**config.mk**
```make
export PLATFORM = sky130hd
export DESIGN_NAME = decode_queue
export DESIGN_NICKNAME = d
export VERILOG_FILES = /design/src/rtl/decode_queue_pkg.sv /design/src/rtl/decode_queue_inst_decode.sv /design/src/rtl/decode_queue.sv
export SDC_FILE = /design/constraint.sdc
export NUM_CORES = 1
export LEC_CHECK = 0
export CAP_MARGIN = 20
export CORE_UTILIZATION = 30
export DETAILED_ROUTE_END_ITERATION = 16
export PLACE_DENSITY = 0.58
export SLEW_MARGIN = 10
export SYNTH_ARGS = -nofsm -noshare
export SYNTH_HDL_FRONTEND = slang
export SYNTH_SLANG_ARGS = --single-unit
```
**constraint.sdc**
```tcl
create_clock -name clk -period 7.7 [get_ports clk]
set_input_delay 1.155 -clock clk [delete_from_list [all_inputs] [get_ports clk]]
set_output_delay 1.155 -clock clk [all_outputs]
set_load 0.03 [all_outputs]
```
**src/rtl/decode_queue_pkg.sv**
```systemverilog
// Shared decode types for the RVS192 decode queue: ALU/branch/memory enums,
// the execute-stage control bundle and the buffered entry format.
package decode_queue_pkg;

    localparam int INST_LENGTH = 32;
    localparam int XLEN        = 32;
    // Widest PC an entry can carry; decode_queue PC_W must not exceed it.
    localparam int PC_MAX_W    = 32;

    localparam logic [6:0] OPC_LUI    = 7'b0110111;
    localparam logic [6:0] OPC_AUIPC  = 7'b0010111;
    localparam logic [6:0] OPC_JAL    = 7'b1101111;
    localparam logic [6:0] OPC_JALR   = 7'b1100111;
    localparam logic [6:0] OPC_B_TYPE = 7'b1100011;
    localparam logic [6:0] OPC_L_TYPE = 7'b0000011;
    localparam logic [6:0] OPC_S_TYPE = 7'b0100011;
    localparam logic [6:0] OPC_I_TYPE = 7'b0010011;
    localparam logic [6:0] OPC_R_TYPE = 7'b0110011;

    localparam logic [6:0] F7_BASE   = 7'b0000000;
    localparam logic [6:0] F7_ALT    = 7'b0100000;
    localparam logic [6:0] F7_MULDIV = 7'b0000001;

    localparam logic [1:0] IN1_RS1  = 2'd0;
    localparam logic [1:0] IN1_PC   = 2'd1;
    localparam logic [1:0] IN1_ZERO = 2'd2;

    localparam logic [1:0] WB_ALU    = 2'd0;
    localparam logic [1:0] WB_MULDIV = 2'd1;
    localparam logic [1:0] WB_MEM    = 2'd2;
    localparam logic [1:0] WB_LINK   = 2'd3;

    typedef enum logic [4:0] {
        ADD, SUB, SLL, SLT, SLTU, XOR, SRL, SRA, OR, AND, SC, USC,
        MUL, MULH, MULHSU, MULHU, DIV, DIVU, REM, REMU
    } alu_op_e;

    typedef enum logic [2:0] {NO_BRANCH, EQUAL, N_EQUAL, LT, GE} branch_kind_e;

    typedef enum logic [2:0] {BYTE, HALF, WORD, BYTE_U, HALF_U} mem_gen_e;

    typedef struct packed {
        alu_op_e            alu_op;
        logic [1:0]         alu_in1_sel;
        logic               alu_in2_sel;
        logic [XLEN-1:0]    imm_dec;
        logic               reg_wen;
        logic [1:0]         wb_sel;
        logic               cpu_read;
        logic               cpu_write;
        mem_gen_e           mem_gen;
        branch_kind_e       branch_kind;
        logic               branch_capture;
        logic               jal;
        logic               jalr;
    } control_type_ex;

    typedef struct packed {
        control_type_ex     ctrl;
        logic [4:0]         rs1;
        logic [4:0]         rs2;
        logic [4:0]         rd;
        logic [PC_MAX_W-1:0] pc;
        logic               illegal;
    } decode_entry_t;

endpackage

```
**src/rtl/decode_queue_inst_decode.sv**
```systemverilog
// Combinational RV32I (+ optional RV32M) decoder producing execute control,
// register indices and an illegal-instruction flag.
module inst_decode
    import decode_queue_pkg::*;
#(
    parameter int ENABLE_M = 0
) (
    input  logic [INST_LENGTH-1:0] inst,
    output control_type_ex         ctrl,
    output logic [4:0]             rs1,
    output logic [4:0]             rs2,
    output logic [4:0]             rd,
    output logic                   illegal
);

    logic [6:0] opcode;
    logic [2:0] funct3;
    logic [6:0] funct7;
    logic signed [XLEN-1:0] imm_i, imm_s, imm_b, imm_u, imm_j;
    control_type_ex c;
    logic bad;

    assign opcode = inst[6:0];
    assign funct3 = inst[14:12];
    assign funct7 = inst[31:25];
    assign rs1    = inst[19:15];
    assign rs2    = inst[24:20];
    assign rd     = inst[11:7];

    assign imm_i = {{20{inst[31]}}, inst[31:20]};
    assign imm_s = {{20{inst[31]}}, inst[31:25], inst[11:7]};
    assign imm_b = {{19{inst[31]}}, inst[31], inst[7], inst[30:25], inst[11:8], 1'b0};
    assign imm_u = {inst[31:12], 12'd0};
    assign imm_j = {{11{inst[31]}}, inst[31], inst[19:12], inst[20], inst[30:21], 1'b0};

    always_comb begin
        c   = '0;
        bad = 1'b0;
        case (opcode)
            OPC_LUI: begin
                c.alu_in1_sel = IN1_ZERO;
                c.alu_in2_sel = 1'b1;
                c.imm_dec     = imm_u;
                c.reg_wen     = 1'b1;
            end
            OPC_AUIPC: begin
                c.alu_in1_sel = IN1_PC;
                c.alu_in2_sel = 1'b1;
                c.imm_dec     = imm_u;
                c.reg_wen     = 1'b1;
            end
            OPC_JAL: begin
                c.alu_in1_sel = IN1_PC;
                c.alu_in2_sel = 1'b1;
                c.imm_dec     = imm_j;
                c.reg_wen     = 1'b1;
                c.wb_sel      = WB_LINK;
                c.jal         = 1'b1;
            end
            OPC_JALR: begin
                c.alu_in2_sel = 1'b1;
                c.imm_dec     = imm_i;
                c.reg_wen     = 1'b1;
                c.wb_sel      = WB_LINK;
                c.jalr        = 1'b1;
                bad           = (funct3 != 3'b000);
            end
            OPC_B_TYPE: begin
                c.imm_dec        = imm_b;
                c.branch_capture = 1'b1;
                c.alu_op         = SC;
                case (funct3)
                    3'b000: c.branch_kind = EQUAL;
                    3'b001: c.branch_kind = N_EQUAL;
                    3'b100: c.branch_kind = LT;
                    3'b101: c.branch_kind = GE;
                    3'b110: begin c.branch_kind = LT; c.alu_op = USC; end
                    3'b111: begin c.branch_kind = GE; c.alu_op = USC; end
                    default: bad = 1'b1;
                endcase
            end
            OPC_L_TYPE: begin
                c.alu_in2_sel = 1'b1;
                c.imm_dec     = imm_i;
                c.reg_wen     = 1'b1;
                c.wb_sel      = WB_MEM;
                c.cpu_read    = 1'b1;
                case (funct3)
                    3'b000: c.mem_gen = BYTE;
                    3'b001: c.mem_gen = HALF;
                    3'b010: c.mem_gen = WORD;
                    3'b100: c.mem_gen = BYTE_U;
                    3'b101: c.mem_gen = HALF_U;
                    default: bad = 1'b1;
                endcase
            end
            OPC_S_TYPE: begin
                c.alu_in2_sel = 1'b1;
                c.imm_dec     = imm_s;
                c.cpu_write   = 1'b1;
                case (funct3)
                    3'b000: c.mem_gen = BYTE;
                    3'b001: c.mem_gen = HALF;
                    3'b010: c.mem_gen = WORD;
                    default: bad = 1'b1;
                endcase
            end
            OPC_I_TYPE: begin
                c.alu_in2_sel = 1'b1;
                c.imm_dec     = imm_i;
                c.reg_wen     = 1'b1;
                case (funct3)
                    3'b000: c.alu_op = ADD;
                    3'b010: c.alu_op = SLT;
                    3'b011: c.alu_op = SLTU;
                    3'b100: c.alu_op = XOR;
                    3'b110: c.alu_op = OR;
                    3'b111: c.alu_op = AND;
                    3'b001: begin
                        c.alu_op = SLL;
                        bad      = (funct7 != F7_BASE);
                    end
                    default: begin
                        if (funct7 == F7_ALT) c.alu_op = SRA;
                        else                  c.alu_op = SRL;
                        bad = (funct7 != F7_BASE) && (funct7 != F7_ALT);
                    end
                endcase
            end
            OPC_R_TYPE: begin
                c.reg_wen = 1'b1;
                case (funct7)
                    F7_BASE: begin
                        case (funct3)
                            3'b000: c.alu_op = ADD;
                            3'b001: c.alu_op = SLL;
                            3'b010: c.alu_op = SLT;
                            3'b011: c.alu_op = SLTU;
                            3'b100: c.alu_op = XOR;
                            3'b101: c.alu_op = SRL;
                            3'b110: c.alu_op = OR;
                            default: c.alu_op = AND;
                        endcase
                    end
                    F7_ALT: begin
                        if (funct3 == 3'b000)      c.alu_op = SUB;
                        else if (funct3 == 3'b101) c.alu_op = SRA;
                        else                       bad = 1'b1;
                    end
                    F7_MULDIV: begin
                        c.wb_sel = WB_MULDIV;
                        bad      = (ENABLE_M == 0);
                        case (funct3)
                            3'b000: c.alu_op = MUL;
                            3'b001: c.alu_op = MULH;
                            3'b010: c.alu_op = MULHSU;
                            3'b011: c.alu_op = MULHU;
                            3'b100: c.alu_op = DIV;
                            3'b101: c.alu_op = DIVU;
                            3'b110: c.alu_op = REM;
                            default: c.alu_op = REMU;
                        endcase
                    end
                    default: bad = 1'b1;
                endcase
            end
            default: bad = 1'b1;
        endcase
    end

    // An illegal entry carries no side effects and a zero immediate.
    assign ctrl    = bad ? control_type_ex'('0) : c;
    assign illegal = bad;

endmodule

```
**src/rtl/decode_queue.sv**
```systemverilog
// Decode stage with a DEPTH-entry FIFO between fetch and the ID/EX register:
// instructions are decoded on push and the head entry is offered to execute.
module decode_queue
    import decode_queue_pkg::*;
#(
    parameter int DEPTH    = 4,
    parameter int ENABLE_M = 0,
    parameter int PC_W     = 32
) (
    input  logic                         clk,
    input  logic                         rst_n,
    input  logic                         flush,
    input  logic                         in_valid,
    output logic                         in_ready,
    input  logic [INST_LENGTH-1:0]       in_inst,
    input  logic [PC_W-1:0]              in_pc,
    output logic                         out_valid,
    input  logic                         out_ready,
    output control_type_ex               out_ctrl,
    output logic [4:0]                   out_rs1,
    output logic [4:0]                   out_rs2,
    output logic [4:0]                   out_rd,
    output logic [PC_W-1:0]              out_pc,
    output logic                         out_illegal,
    output logic [$clog2(DEPTH+1)-1:0]   out_count
);

    localparam int PTR_W = $clog2(DEPTH);
    localparam int CNT_W = $clog2(DEPTH+1);

    logic [PTR_W-1:0] wr_ptr, rd_ptr;
    logic [CNT_W-1:0] count;
    logic             push, pop;

    control_type_ex dec_ctrl;
    logic [4:0]     dec_rs1, dec_rs2, dec_rd;
    logic           dec_illegal;
    decode_entry_t  push_entry, head;
    decode_entry_t  mem [DEPTH];

    inst_decode #(
        .ENABLE_M (ENABLE_M)
    ) u_decode (
        .inst    (in_inst),
        .ctrl    (dec_ctrl),
        .rs1     (dec_rs1),
        .rs2     (dec_rs2),
        .rd      (dec_rd),
        .illegal (dec_illegal)
    );

    assign in_ready  = (count < CNT_W'(DEPTH)) & ~flush & rst_n;
    assign out_valid = (count != '0);
    assign push      = in_valid & in_ready;
    assign pop       = out_valid & out_ready & ~flush;
    assign out_count = count;

    always_comb begin
        push_entry         = '0;
        push_entry.ctrl    = dec_ctrl;
        push_entry.rs1     = dec_rs1;
        push_entry.rs2     = dec_rs2;
        push_entry.rd      = dec_rd;
        push_entry.pc      = PC_MAX_W'(in_pc);
        push_entry.illegal = dec_illegal;
    end

    // Full/empty come from count only; pointers simply wrap.
    always_ff @(posedge clk) begin
        if (!rst_n || flush) begin
            wr_ptr <= '0;
            rd_ptr <= '0;
            count  <= '0;
        end else begin
            if (push) wr_ptr <= wr_ptr + 1'b1;
            if (pop)  rd_ptr <= rd_ptr + 1'b1;
            if (push && !pop)      count <= count + 1'b1;
            else if (pop && !push) count <= count - 1'b1;
        end
    end

    always_ff @(posedge clk) begin
        if (push) mem[wr_ptr] <= push_entry;
    end

    // Storage is not reset; outputs are masked to zero whenever the queue is empty.
    assign head        = mem[rd_ptr];
    assign out_ctrl    = out_valid ? head.ctrl : control_type_ex'('0);
    assign out_rs1     = out_valid ? head.rs1 : 5'd0;
    assign out_rs2     = out_valid ? head.rs2 : 5'd0;
    assign out_rd      = out_valid ? head.rd : 5'd0;
    assign out_pc      = out_valid ? head.pc[PC_W-1:0] : '0;
    assign out_illegal = out_valid & head.illegal;

endmodule
```
-- After elaboration in Yosys (flattened, before gate mapping)
Memory sizes are Yosys's and may differ from the RTL's. A register that Yosys moved wholly into a read port is not among the register bits.
Cells that the tools add are included.
- register bits: 7
- bits in latches: 0
- memory bits (writable): 408
- bits in read-only memories: 0
- bits of input ports: 69
- output and inout bits: 107
- word-level logic and storage cells: 106
- memories: 1
- memories (name ; depth ; width ; read ports ; clocked after memory_dff ; write ports ; line ; source):
    mem ; 4 ; 102 ; 1 ; 1 ; 1 ; decode_queue.sv:39 ; decode_entry_t mem [DEPTH];
- $add $sub $neg: 4
- multiply operators: 0
- div/mod/pow operators: 0
- order comparisons: 1
- equality and inequality tests: 19
- shift-type cells: 0
- multiplexer cells: 44
- bitwise gates (word level): 7
- reductions and logical operators: 27
- operators by type and width (cell ; count):
    $pmux 32 s5 ; 1
    $mux 54 ; 2
    $pmux 4 s7 ; 2
    $pmux 5 s7 ; 1
    $mux 32 ; 1
    $pmux 5 s3 ; 2
    $eq 7x6->1 const B ; 4
    $pmux 3 s4 ; 2
    $eq 7x7->1 const B ; 3
    $mux 5 ; 4
    $mux 1 ; 16
    $eq 7x5->1 const B ; 2
    $reduce_or 7->1 ; 2
    $eq 3x3->1 const B ; 4
    $reduce_or 2->1 ; 6
    $reduce_or 6->1 ; 2
    $mux 3 ; 3
    $reduce_or 3->1 ; 3
    $pmux 2 s2 ; 2
    $eq 7x1->1 const B ; 1
    $eq 7x2->1 const B ; 1
    $logic_not 7->1 ; 1
    $ne 7x6->1 const B ; 1
    $pmux 1 s7 ; 1
    21 further kinds ; 35

-- Logic depth before layout (Yosys ltp)
- depth in word-level cells: 8
- mapped depth: 11
- mapped depth without buffers: 9

-- Modules after synthesis
From an unflattened synthesis, not the netlist that was laid out.
- cells, all modules: 921
- area, all modules: 17147.7 µm²
- modules (own cells, without submodules) (module ; instances ; cells each ; area an instance (µm²) ; sequential area each (µm²)):
    decode_queue ; 1 ; 693 ; 15851.5 ; 12431.9
    inst_decode ; 1 ; 228 ; 1296.2 ; 0.0

-- Worst setup path before layout
No wires, ideal clock.
- path type: input -> register
- start: input port flush
- end: memory mem[0][0] in the netlist's numbering (enable)
- library setup time: 473 ps
- arrival: 4515 ps
- required time: 7227 ps
- setup slack: 2711 ps
- stages on the path: 4
- buffers on the path: 1
- cell sequence: nand2b_1 clkbuf_1 nor2_1 and3_1
- word-level cells in the longest chain between the ends: 6
- RTL lines (element ; line ; source):
    from (decl) ; decode_queue.sv:12 ; input logic flush,
    $not 1->1 ; decode_queue.sv:52 ; assign in_ready = (count < CNT_W'(DEPTH)) & ~flush & rst_n;
    $and 1x1->1 (2 in series) ; decode_queue.sv:52 ;
    via in_ready ; decode_queue.sv:14 ; output logic in_ready,
    $and 1x1->1 ; decode_queue.sv:54 ; assign push = in_valid & in_ready;
    $mux 1 ; decode_queue.sv:83 ; if (push) mem[wr_ptr] <= push_entry;
    $mux 1 (implied by the code) ; decode_queue.sv:83 ;
    to (decl) ; decode_queue.sv:39 ;
The timed path passes the listed nets, and every way through them passes these cells.

==> metrics.yaml <==
synthSimpleGateAreaFrac: 0.0814
synth_xor_area_frac: 0.00309
power.density_nw_per_um2: 242
hp-class: "reg -> reg"
initial_core_util: 0.306
skew_ps: 14.8
sequentialPowerShare: 0.492
synth.yosys.seq_area_share: 0.731
outcome: "finished, final reports clean"
fill_cells: 5207
die_height_um: 240
ant_nets: 0
antenna_found_initial: 2
drt-initial-drc-count: 592
clock_path_buffers: 3
dieArea_sq_um: 57600
fin_crit_ps: 4850
r2r_end: "mem[1][83]"
diodes: 0
setup_viol: 0
cts_made_buffers: 45
setup_tns_ps: 0
rows: 86
hold-path-endpoint: "out_count[2]"
clk_pin_slew_ps: 60
slowest_stage: "dfxtp_4"
synth_top_family_by_area: "multiplexers"
drc: 0
r2r_cells: 3
syn_avg_cell_area_sq_um: 18.7
num_vias: 8935
drt-total-wl_mm: 40.1
cap_violations: 0
regArea_sq_um: 12400
timing.rr.start: "out_count[2]"
switching_power_w: 0.00108
grt_usage: 0.140
synthAdderAreaFrac: 0.00486
multi_input_area_sq_um: 4310
arrival_ps: 3700
synthCells: 911
drive_above_1_share: 0.177
first_global_vias: 9267
min_from: "out_count[2]"
io_pins: 176
die_w_um: 240
synth_async_sr_flop_share: 0
setup_ws_ps: 2850
crit_fanout: 40
final_hold_viol_count: 0
cp-end-kind: "output pin"
combPwrFrac: 0.066
grt_pass1_wl_mm: 59.0
instances_no_fill: 1873
slew_headroom: 0.375
cts_resized: 0
post_synth_mux_area_share: 0.137
clkPwrFrac: 0.442
post_cts.repair.setup_buffers: 0
critical-path-max-stage-delay_ps: 920
synth_compound_area_frac: 0.0249
p_leak_nw: 5.97
worst_slew_pin_slew_ps: 938
port-buffer-count: 175
dp_hpwl_mm: 23.7
overflow: 0
synth_area_sq_um: 17000
hold_buffers: 0
peakVddDrop_mv: 0.158
min_path_cells: 2
r2r_slack_ps: 4950
nNetsFinal: 1164
swShare: 0.213
worstPathRequired_ps: 6550
cts_max_level: 2
ys_seq_elements: 417
crit_chain: "buf_4, mux4_2, and2_1, clkdlybuf4s50_1"
cts_tree: "done"
pre_cts_slack_ps: 3070
cts-root-buf: "clkbuf_16"
first_pass_iters: 5
period_share: 0.630
routabilityCongestion: 0.829
clock_latency_ps: 570
fmax_mhz: 206
clock-sinks: 417
yosys_warnings: 0
wl_per_cell_um: 21.4
maxSlewViolCount: 0
ys.flop_type: "edfxtp_1"
p_int_w: 0.00401
synth_cell_types: 55
rsz0062_at_grt: "no"
vias_per_cell: 4.77
core_sq_um: 55500
grt_max_degree: 73
dp_cells: 1789
synth_edf_count: 408
start_kind: "flop"
path_class: "reg -> out"
area_growth_pct: 24.0
==> metal layers <==
| metal | routed length [um] | up-vias | track usage | part of all wire |
|---|---|---|---|---|
| met5 | 13 | - | 0 | 0.00032 |
| met4 | 928 | 2 | 0.0459 | 0.023 |
| met3 | 2350 | 56 | 0.0299 | 0.059 |
| met1 | 17000 | 4636 | 0.177 | 0.42 |
| met2 | 19900 | 276 | 0.237 | 0.50 |
| li1 | - | 3965 | - | - |
==> per-stage QoR <==
stage | utilization | power [W] | hold slack, ps | cell area, sq um
final | 0.380 | 0.00509 | 533 | 21100
after global routing | 0.380 | 0.00525 | 560 | 21100
after CTS | 0.380 | 0.00516 | 538 | 21100
after detailed placement | 0.352 | 0.00290 | 530 | 19500
after global placement | 0.352 | 0.00289 | 510 | 19500
after floorplan | - | 0.00273 | 485 | 17000
==> final cells by class <==
type,count,area share
clock inverter,25,0.0145
inverter,10,0.00178
sequential,417,0.590
timing repair buffer,184,0.0862
clock buffer,58,0.0587
multi-input combinational,431,0.204
tap,748,0.0444
==> kinds of logic after synthesis <==
| logic type | after synthesis |
|---|---|
| flops | 417 |
| simple gates | 241 |
| mux | 105 |
| compound gates | 69 |
| buf+inv | 66 |
| fa+ha+maj | 6 |
| xor+xnor | 6 |
| other cells | 1 |
==> worst max-delay path, delay by kind of cell (launching register included) <==
kind | cells | cell delay, ps
AND/OR/NAND/NOR | 1 | 170
multiplexers | 1 | 580
buffers and inverters | 2 | 1380
flip-flops | 1 | 920
==> worst max path at each step <==
stage / startpoint / endpoint / depth (start not counted)
2_1_floorplan: flush / mem[0][0] / 4
3_3_place_gp: in_inst[5] / mem[0][94] / 6
3_5_place_dp: in_inst[5] / mem[3][94] / 6
4_1_cts: flop / out_ctrl[25] / 4
5_1_grt: flop / out_ctrl[25] / 4
6_report: flop / out_ctrl[25] / 4
==> placed cells by master, fill, tap and decap left out, types with 5 or more instances in the layout <==
cell	instances
dfxtp_1	7
nand2_1	44
inv_1	10
a22oi_1	5
buf_4	8
o21ai_0	13
clkinv_1	7
a21oi_1	28
nor2_1	30
ha_1	5
mux4_2	102
a211oi_1	5
nor2b_1	5
clkinv_2	7
clkbuf_16	47
clkbuf_1	9
nor3_1	11
nand2b_1	6
bufinv_16	7
clkdlybuf4s50_1	175
edfxtp_1	408
and2_1	105
==> Yosys cell counts (4+ instances only) <==
cell type  instances  area, sq um
edfxtp_1         408        12300
a21oi_1           28          140
nand2b_1           6         37.5
buf_6              4         45.0
a211oi_1           5         37.5
a22oi_1            5         37.5
and2_1           105          657
nand2_1           44          165
nor3_1            11         55.1
nand3_1            4         20.0
nor2_1            30          113
xor2_1             4         35.0
or3_1              5         31.3
mux4_2           102         2300
and3_1             6         37.5
dfxtp_1            9          180
or4_1              4         30.0
a31oi_1            4         25.0
inv_1             10         37.5
nor2b_1            5         31.3
buf_2             10         50.1
clkbuf_1          35          131
buf_1              5         18.8
o21ai_0           13         65.1
ha_1               5         62.6
==> registers in the layout, summed over array words and instances (netlist names), named ones only <==
| name | count |
|---|---|
| wr_ptr | 2 |
| mem | 408 |
| out_count | 3 |
| rd_ptr | 2 |
==> power groups by stage <==
stage               combinational [W]  clock [W]  sequential, W
global route                 0.000359    0.00239        0.00251
CTS                          0.000344    0.00231        0.00251
floorplan                    0.000175          0        0.00255
finish                       0.000337    0.00225        0.00251
detailed placement           0.000342          0        0.00255
global placement             0.000342          0        0.00255
Note: power is estimated with default switching activity, not from simulation.
